==> src/rtl/pa_risc_pkg.sv <==
// Shared constants for the PA-RISC pipeline.
// Register-file geometry and the hard-wired zero register.
package pa_risc_pkg;

    localparam int RF_DATA_W = 32;
    localparam int RF_ADDR_W = 5;
    localparam logic [4:0] REG_ZERO = 5'd0;
    localparam int NUM_REGS = 32;

endpackage

==> src/rtl/wb_register_file_rf_read_port.sv <==
// One combinational read port of the general register file.
// Forces R0 to zero and forwards same-cycle write-back data.
module rf_read_port
    import pa_risc_pkg::*;
#(
    parameter int DATA_W    = RF_DATA_W,
    parameter int ADDR_W    = RF_ADDR_W,
    parameter int BYPASS_EN = 1
) (
    input  logic [ADDR_W-1:0]                     addr,
    input  logic [(2**ADDR_W)-1:0][DATA_W-1:0]    regs,
    input  logic                                  wb_we,
    input  logic [ADDR_W-1:0]                     wb_rd,
    input  logic [DATA_W-1:0]                     wb_data,
    output logic [DATA_W-1:0]                     data
);

    logic hit;

    assign hit = (BYPASS_EN != 0) && wb_we && (addr == wb_rd);

    always_comb begin
        data = regs[addr];
        if (hit) begin
            data = wb_data;
        end
        // R0 wins over any forwarding, even a stray bypass
        if (addr == ADDR_W'(REG_ZERO)) begin
            data = '0;
        end
    end

endmodule

==> src/rtl/wb_register_file.sv <==
// PA-RISC general register file: one WB write port, three ID read ports.
// Same-cycle write-back is optionally forwarded to every read port.
module wb_register_file
    import pa_risc_pkg::*;
#(
    parameter int DATA_W    = RF_DATA_W,
    parameter int ADDR_W    = RF_ADDR_W,
    parameter int BYPASS_EN = 1
) (
    input  logic              clk,
    input  logic              Reset,
    input  logic [DATA_W-1:0] WB_PD_in,
    input  logic [ADDR_W-1:0] WB_RD_in,
    input  logic              WB_RF_LE_in,
    input  logic [ADDR_W-1:0] RA,
    input  logic [ADDR_W-1:0] RB,
    input  logic [ADDR_W-1:0] RD_rd,
    output logic [DATA_W-1:0] PA,
    output logic [DATA_W-1:0] PB,
    output logic [DATA_W-1:0] PD,
    output logic [15:0]       wr_count
);

    localparam int NREGS = 2**ADDR_W;

    logic [NREGS-1:0][DATA_W-1:0] regs;
    logic                         wb_we;

    // Gating with Reset keeps the bypass from leaking data while held in reset
    assign wb_we = WB_RF_LE_in
                && (WB_RD_in != ADDR_W'(REG_ZERO))
                && Reset;

    always_ff @(posedge clk or negedge Reset) begin
        if (!Reset) begin
            regs     <= '0;
            wr_count <= '0;
        end else if (wb_we) begin
            regs[WB_RD_in] <= WB_PD_in;
            wr_count       <= wr_count + 16'd1;
        end
    end

    rf_read_port #(
        .DATA_W    (DATA_W),
        .ADDR_W    (ADDR_W),
        .BYPASS_EN (BYPASS_EN)
    ) u_port_a (
        .addr    (RA),
        .regs    (regs),
        .wb_we   (wb_we),
        .wb_rd   (WB_RD_in),
        .wb_data (WB_PD_in),
        .data    (PA)
    );

    rf_read_port #(
        .DATA_W    (DATA_W),
        .ADDR_W    (ADDR_W),
        .BYPASS_EN (BYPASS_EN)
    ) u_port_b (
        .addr    (RB),
        .regs    (regs),
        .wb_we   (wb_we),
        .wb_rd   (WB_RD_in),
        .wb_data (WB_PD_in),
        .data    (PB)
    );

    rf_read_port #(
        .DATA_W    (DATA_W),
        .ADDR_W    (ADDR_W),
        .BYPASS_EN (BYPASS_EN)
    ) u_port_d (
        .addr    (RD_rd),
        .regs    (regs),
        .wb_we   (wb_we),
        .wb_rd   (WB_RD_in),
        .wb_data (WB_PD_in),
        .data    (PD)
    );

endmodule

==> config.mk <==
export PLATFORM = sky130hd
export DESIGN_NAME = wb_register_file
export DESIGN_NICKNAME = d
export VERILOG_FILES = /design/src/rtl/pa_risc_pkg.sv /design/src/rtl/wb_register_file_rf_read_port.sv /design/src/rtl/wb_register_file.sv
export SDC_FILE = /design/constraint.sdc
export NUM_CORES = 2
export LEC_CHECK = 0
export CAP_MARGIN = 20
export CORE_ASPECT_RATIO = 1.4
export CORE_MARGIN = 8
export CORE_UTILIZATION = 27
export CTS_CLUSTER_SIZE = 24
export DETAILED_ROUTE_END_ITERATION = 10
export GPL_TIMING_DRIVEN = 0
export PLACE_DENSITY = 0.52
export SYNTH_ARGS = -nofsm -noshare
export SYNTH_HDL_FRONTEND = slang
export SYNTH_HIERARCHICAL = 1
export SYNTH_SLANG_ARGS = --single-unit
==> constraint.sdc <==
create_clock -name clk -period 2.96 [get_ports clk]
set_input_delay 0.444 -clock clk [delete_from_list [all_inputs] [get_ports clk]]
set_output_delay 0.444 -clock clk [all_outputs]
set_load 0.01 [all_outputs]
Yosys cells after proc, flatten, opt, wreduce, memory -nomap -nowiden
Index checks and enable logic that the tools add are counted.

storage, ports and cells
  flip-flop bits (word level) = 1040
  output and inout port bits = 112

cells by class
  multiplexer cells = 15
  $lt $le $gt $ge = 5
  reduce and logical (&&, ||, !) cells = 10
  $add $sub $neg = 1
  eq/ne operators = 3

operator list
  kind                                                                                  number
  1024-bit bitwise mux                                                                  1
  32-bit binary-select mux with 5-bit select                                            3
  32-bit two-way mux                                                                    10
  32-bit demux with 5-bit select                                                        1
  5-bit by 6-bit less-than comparator with 1-bit output (second input constant)         4
  16-bit by 1-bit adder with 16-bit output (second input constant)                      1
  5-bit equality test                                                                   3
  5-bit zero test                                                                       3
  1-bit logical AND                                                                     6
  5-bit by 1-bit greater-or-equal comparator with 1-bit output (second input constant)  1
  5-bit nonzero test                                                                    1

Longest topological paths before layout
  depth in word-level cells = 6
  mapped depth = 10
  gate-level depth less buffers = 5

Cells and area by module
Netlist, hierarchy kept.

modules (own cells, without submodules)
  module            cells each  area each (um^2)  times used
  wb_register_file  2352        38719.6           1
  rf_read_port      852         9090.0            3

Worst setup path after synthesis
OpenSTA, ideal clock, no wires.

  path type = input -> output
  start = in RA[0]
  end = out PA[16]
  cell stages on the path = 7
  slack = 0.433 ns
  buffers on the path = 3
  required time = 2.516 ns
  arrival = 2.083 ns
  path through = buf_6 -> buf_4 -> buf_4 -> mux4_2 -> a221oi_1 -> o22ai_1 -> a21o_1

on the way
  longest elaborated chain between the ends = 4
  elaborated cells between the ends (all ways) = 7
  those cells by class = eq/ne: 1; mux: 4; reduce/logical: 2

ends and longest elaborated chain
  item                                                                               RTL line                                                                  text
  start: declaration                                                                 wb_register_file.sv:15                                                    input logic [ADDR_W-1:0] RA,
  32-bit binary-select mux with 5-bit select or 5-bit equality test (tied branches)  wb_register_file_rf_read_port.sv:23, wb_register_file_rf_read_port.sv:20
  32-bit two-way mux (not written as such) or 1-bit logical AND (tied branches)      wb_register_file_rf_read_port.sv:23, wb_register_file_rf_read_port.sv:20
  32-bit two-way mux                                                                 wb_register_file_rf_read_port.sv:24                                       if (hit) begin
  32-bit two-way mux (*)                                                             wb_register_file_rf_read_port.sv:28                                       if (addr == ADDR_W'(REG_ZERO)) begin
  end: declaration                                                                   wb_register_file.sv:18                                                    output logic [DATA_W-1:0] PA,

Every way passes the cells marked *; elsewhere a longest branch is shown, timed or not. The select of a mux whose other input is x is not followed.

Worst setup path in the final report
  start = reg regs[137] (netlist name)
  end = out PA[9]

on the way
  longest elaborated chain between the ends = 4

ends and longest elaborated chain
  item                                        RTL line                             text
  start: declaration                          wb_register_file.sv:26               logic [NREGS-1:0][DATA_W-1:0] regs;
  start signal: indexed assignment            wb_register_file.sv:39               regs[WB_RD_in] <= WB_PD_in;
  32-bit binary-select mux with 5-bit select  wb_register_file_rf_read_port.sv:23  data = regs[addr];
  32-bit two-way mux (not written as such)    wb_register_file_rf_read_port.sv:23
  32-bit two-way mux                          wb_register_file_rf_read_port.sv:24
  32-bit two-way mux                          wb_register_file_rf_read_port.sv:28

No other way between the ends. The select of a mux whose other input is x is not followed.

==> flow_summary.yaml <==
synth:
  syn_inst: 4908
  synth_fp_nets: 4964
  synthAdderAreaFrac: 0.000190
  synth_area_leaders: "dfrtp_1, mux2_2, mux4_2, mux2i_1, a221oi_1"
  ys_ff_latch: 1040
  synthSimpleGateAreaFrac: 0.0394
  synthMuxAreaShare: 0.427
  synth_most_common_cell: "dfrtp_1"
  syn_area_um2: 66000
  synth_top_area_share: 0.394
  synthXorXnorAreaFrac: 0.00398
  synth.avg_cell_area_um2: 13.4
  ys_async_sr_fraction: 1.00
  synth_area_leader_cell: "dfrtp_1"
  synth-compound-area-share: 0.0827
  ys_warn_count: 6
  synthDistinctLibCells: 65
  synthFlopType: "dfrtp_1"
  synth_common_cells: "dfrtp_1, mux2_2, mux4_2, mux2i_1, clkbuf_1"
  synth_edf_count: 0
  ys_seq_area_frac: 0.394
  synth_top_family_by_area: "multiplexers"
layout:
  fin_util: 0.359
  fin_nets: 5569
  drive_gt1_frac: 0.571
  syn_to_final_growth_pct: 32.0
  final_area_um2: 87100
timing:
  slew_headroom: 0.139
  rsz0062_at_grt: "yes"
  finalHoldViolations: 0
  whs_ns: 0.402
  fin_crit_ns: 3.62
  fmax_mhz: 276
  drv_slew: 0
  timing.final.crit_share: 1.22
  setup_viol: 132
  fin_worst_skew_ns: 0.00236
  setup_slack_ns: -0.658
  tightestPinTransition_ns: 1.29
clock_network:
  cts.sinks: 1040
  cts_root_buf: "clkbuf_16"
  cts_buffers: 118
  htreeDepth: 3
  cts_buffer_depth: 3
  clkLatencyLatePin_ns: 0.84
  cts_tree: "yes"
  path_clk_slew_ns: 0.07
floorplanning:
  dieArea_um2: 261000
  die_h_um: 601
  ioPinCount: 167
  initial_core_util: 0.272
  fp-row-count: 214
  core-area_um2: 243000
  die_x_um: 434
routing:
  drc: 0
  antenna_left: 0
  num_vias: 58300
  vias_per_cell: 6.57
  drtIter0Drc: 7960
  avgRoutedWirePerCell_um: 49.7
  dr.pass1.iters: 9
  wl_um: 441000
pwr:
  combPwrFrac: 0.296
  power_switching_mw: 16.4
  swShare: 0.347
  vdd_drop_max_mv: 0.559
  p_seq_frac: 0.382
  p_leak_nw: 36.6
  power.density_nw_per_um2: 541
  p_int_mw: 30.8
  clock_power_share: 0.321
global_routing:
  grt_pass1_wl_um: 567000
  grt_max_degree: 176
  grt_pass1_vias: 56300
  grt.overflow.total: 0
  gr-usage-all-layers: 0.328
  antenna_found_initial: 45
placed_design:
  portBuffers: 157
  placed_cell_area_um2: 72800
  hpwl_um: 308000
  gp_congestion: 1.10
critical_path:
  critPathCaptureType: "primary output"
  required_ns: 2.52
  path_class: "reg -> out"
  worst_setup_path_start_kind: "flip-flop"
  rrSetupSlack_ns: 1.23
  worstPathMaxFanout: 3
  worstPathArrival_ns: 3.17
flow_run:
  cap_violations: 0
hold_path:
  min_path_type: "in -> reg"
status:
  violations: "negative setup slack"
  status: "finished, violations left"
[worst max-delay path: stages, from the launching register on]
cell      delay (ns)
dfrtp_1         0.40
mux2i_2         0.11
a221oi_4        0.83
a41oi_2         0.11
nor4_4          0.46
a211o_1         0.21
buf_2           0.15
[path summary, 6_finish.rpt]
path / start / end / cells past startpoint
worst max-delay path: regs[137] / PA[9] / 6
worst min-delay path: WB_PD_in[11] / regs[1003] / 2
worst max register to register: wr_count[2] / wr_count[13] / 5
worst min register to register: wr_count[15] / wr_count[15] / 1
max in group asynchronous: Reset / regs[807] / 4
min in group asynchronous: Reset / regs[346] / 5
[flip-flops by register name, summed over array words and instances (netlist names)]
register	cells
regs	1024
wr_count	16
[layout by cell type, fill, tap and decap left out, types with 27 or more instances in the layout]
cell type / n
buf_8: 86
buf_6: 130
a221oi_4: 54
clkbuf_1: 151
clkbuf_4: 31
nand3_1: 31
mux4_2: 517
clkbuf_8: 63
a221o_1: 32
nor2_1: 35
buf_4: 196
clkbuf_16: 134
mux2i_1: 443
a21oi_4: 52
a22oi_1: 63
a22oi_2: 36
a221oi_1: 27
diode_2: 33
clkdlybuf4s50_1: 49
dfrtp_1: 1030
a21oi_1: 34
a21oi_2: 35
o21ai_0: 50
buf_12: 115
buf_16: 75
buf_2: 143
nand2_1: 135
mux2_2: 1038
nor3_1: 43
a221oi_2: 39
o21ai_1: 48
[logic make-up (layout without fill, tap and decap cells)]
logic type,Yosys count,after routing
compound gates,752,752
xor+xnor,30,30
fa+ha+maj,1,1
buf+inv,561,1255
flops,1040,1040
mux,2025,2025
other cells,0,33
simple gates,499,499
[power groups by stage]
stage | combinational (mW) | clock [mW] | sequential [mW]
final | 14.0 | 15.2 | 18.0
after global routing | 14.0 | 15.7 | 18.3
after CTS | 12.9 | 15.2 | 17.9
after detailed placement | 11.1 | 0 | 18.2
after global placement | 10.4 | 0 | 17.9
after floorplan | 6.35 | 0 | 17.6
[final cells by class]
class	instances	area, µm²
fill	23500	156000
antenna	33	82.6
tap	3240	4050
timing repair buffer	503	5810
buffer	531	5950
clock inverter	39	363
sequential	1040	26000
clock buffer	170	3470
inverter	12	86.3
multi-input combinational	3307	41300
[timing repair]
| item | in CTS | in global routing |
|---|---|---|
| hold endpoints to repair | 186 | 0 |
| pin swaps | 290 | 181 |
| setup endpoints to repair | 1053 | 96 |
| setup buffers | 201 | 52 |
| gates cloned | 10 | 3 |
| hold buffers | 7 | 0 |
| resized for setup | 1949 | 236 |
[stage by stage]
| step | cells | setup slack, ns | power [mW] | TNS (ns) |
|---|---|---|---|---|
| after global routing | 8844 | -0.625 | 48.0 | -25.83 |
| after CTS | 8784 | -0.514 | 46.0 | -21.86 |
| after global placement | 8305 | -50.29 | 28.4 | - |
| after floorplan | 4908 | 0.433 | 23.9 | 0 |
| after detailed placement | 8382 | -3.63 | 29.2 | -1806.64 |
| final | 8875 | -0.658 | 47.1 | -31.09 |
[metal layers]
| layer | global-route usage | routed length, µm | vias up | part of all wire |
|---|---|---|---|---|
| met5 | 0.00129 | 220 | - | 0.00050 |
| met4 | 0.338 | 61200 | 20 | 0.14 |
| met3 | 0.141 | 54900 | 2047 | 0.12 |
| met2 | 0.467 | 181000 | 5129 | 0.41 |
| met1 | 0.350 | 144000 | 30400 | 0.33 |
| li1 | - | - | 20700 | - |
No activity file was read; power rests on OpenSTA's default activity.
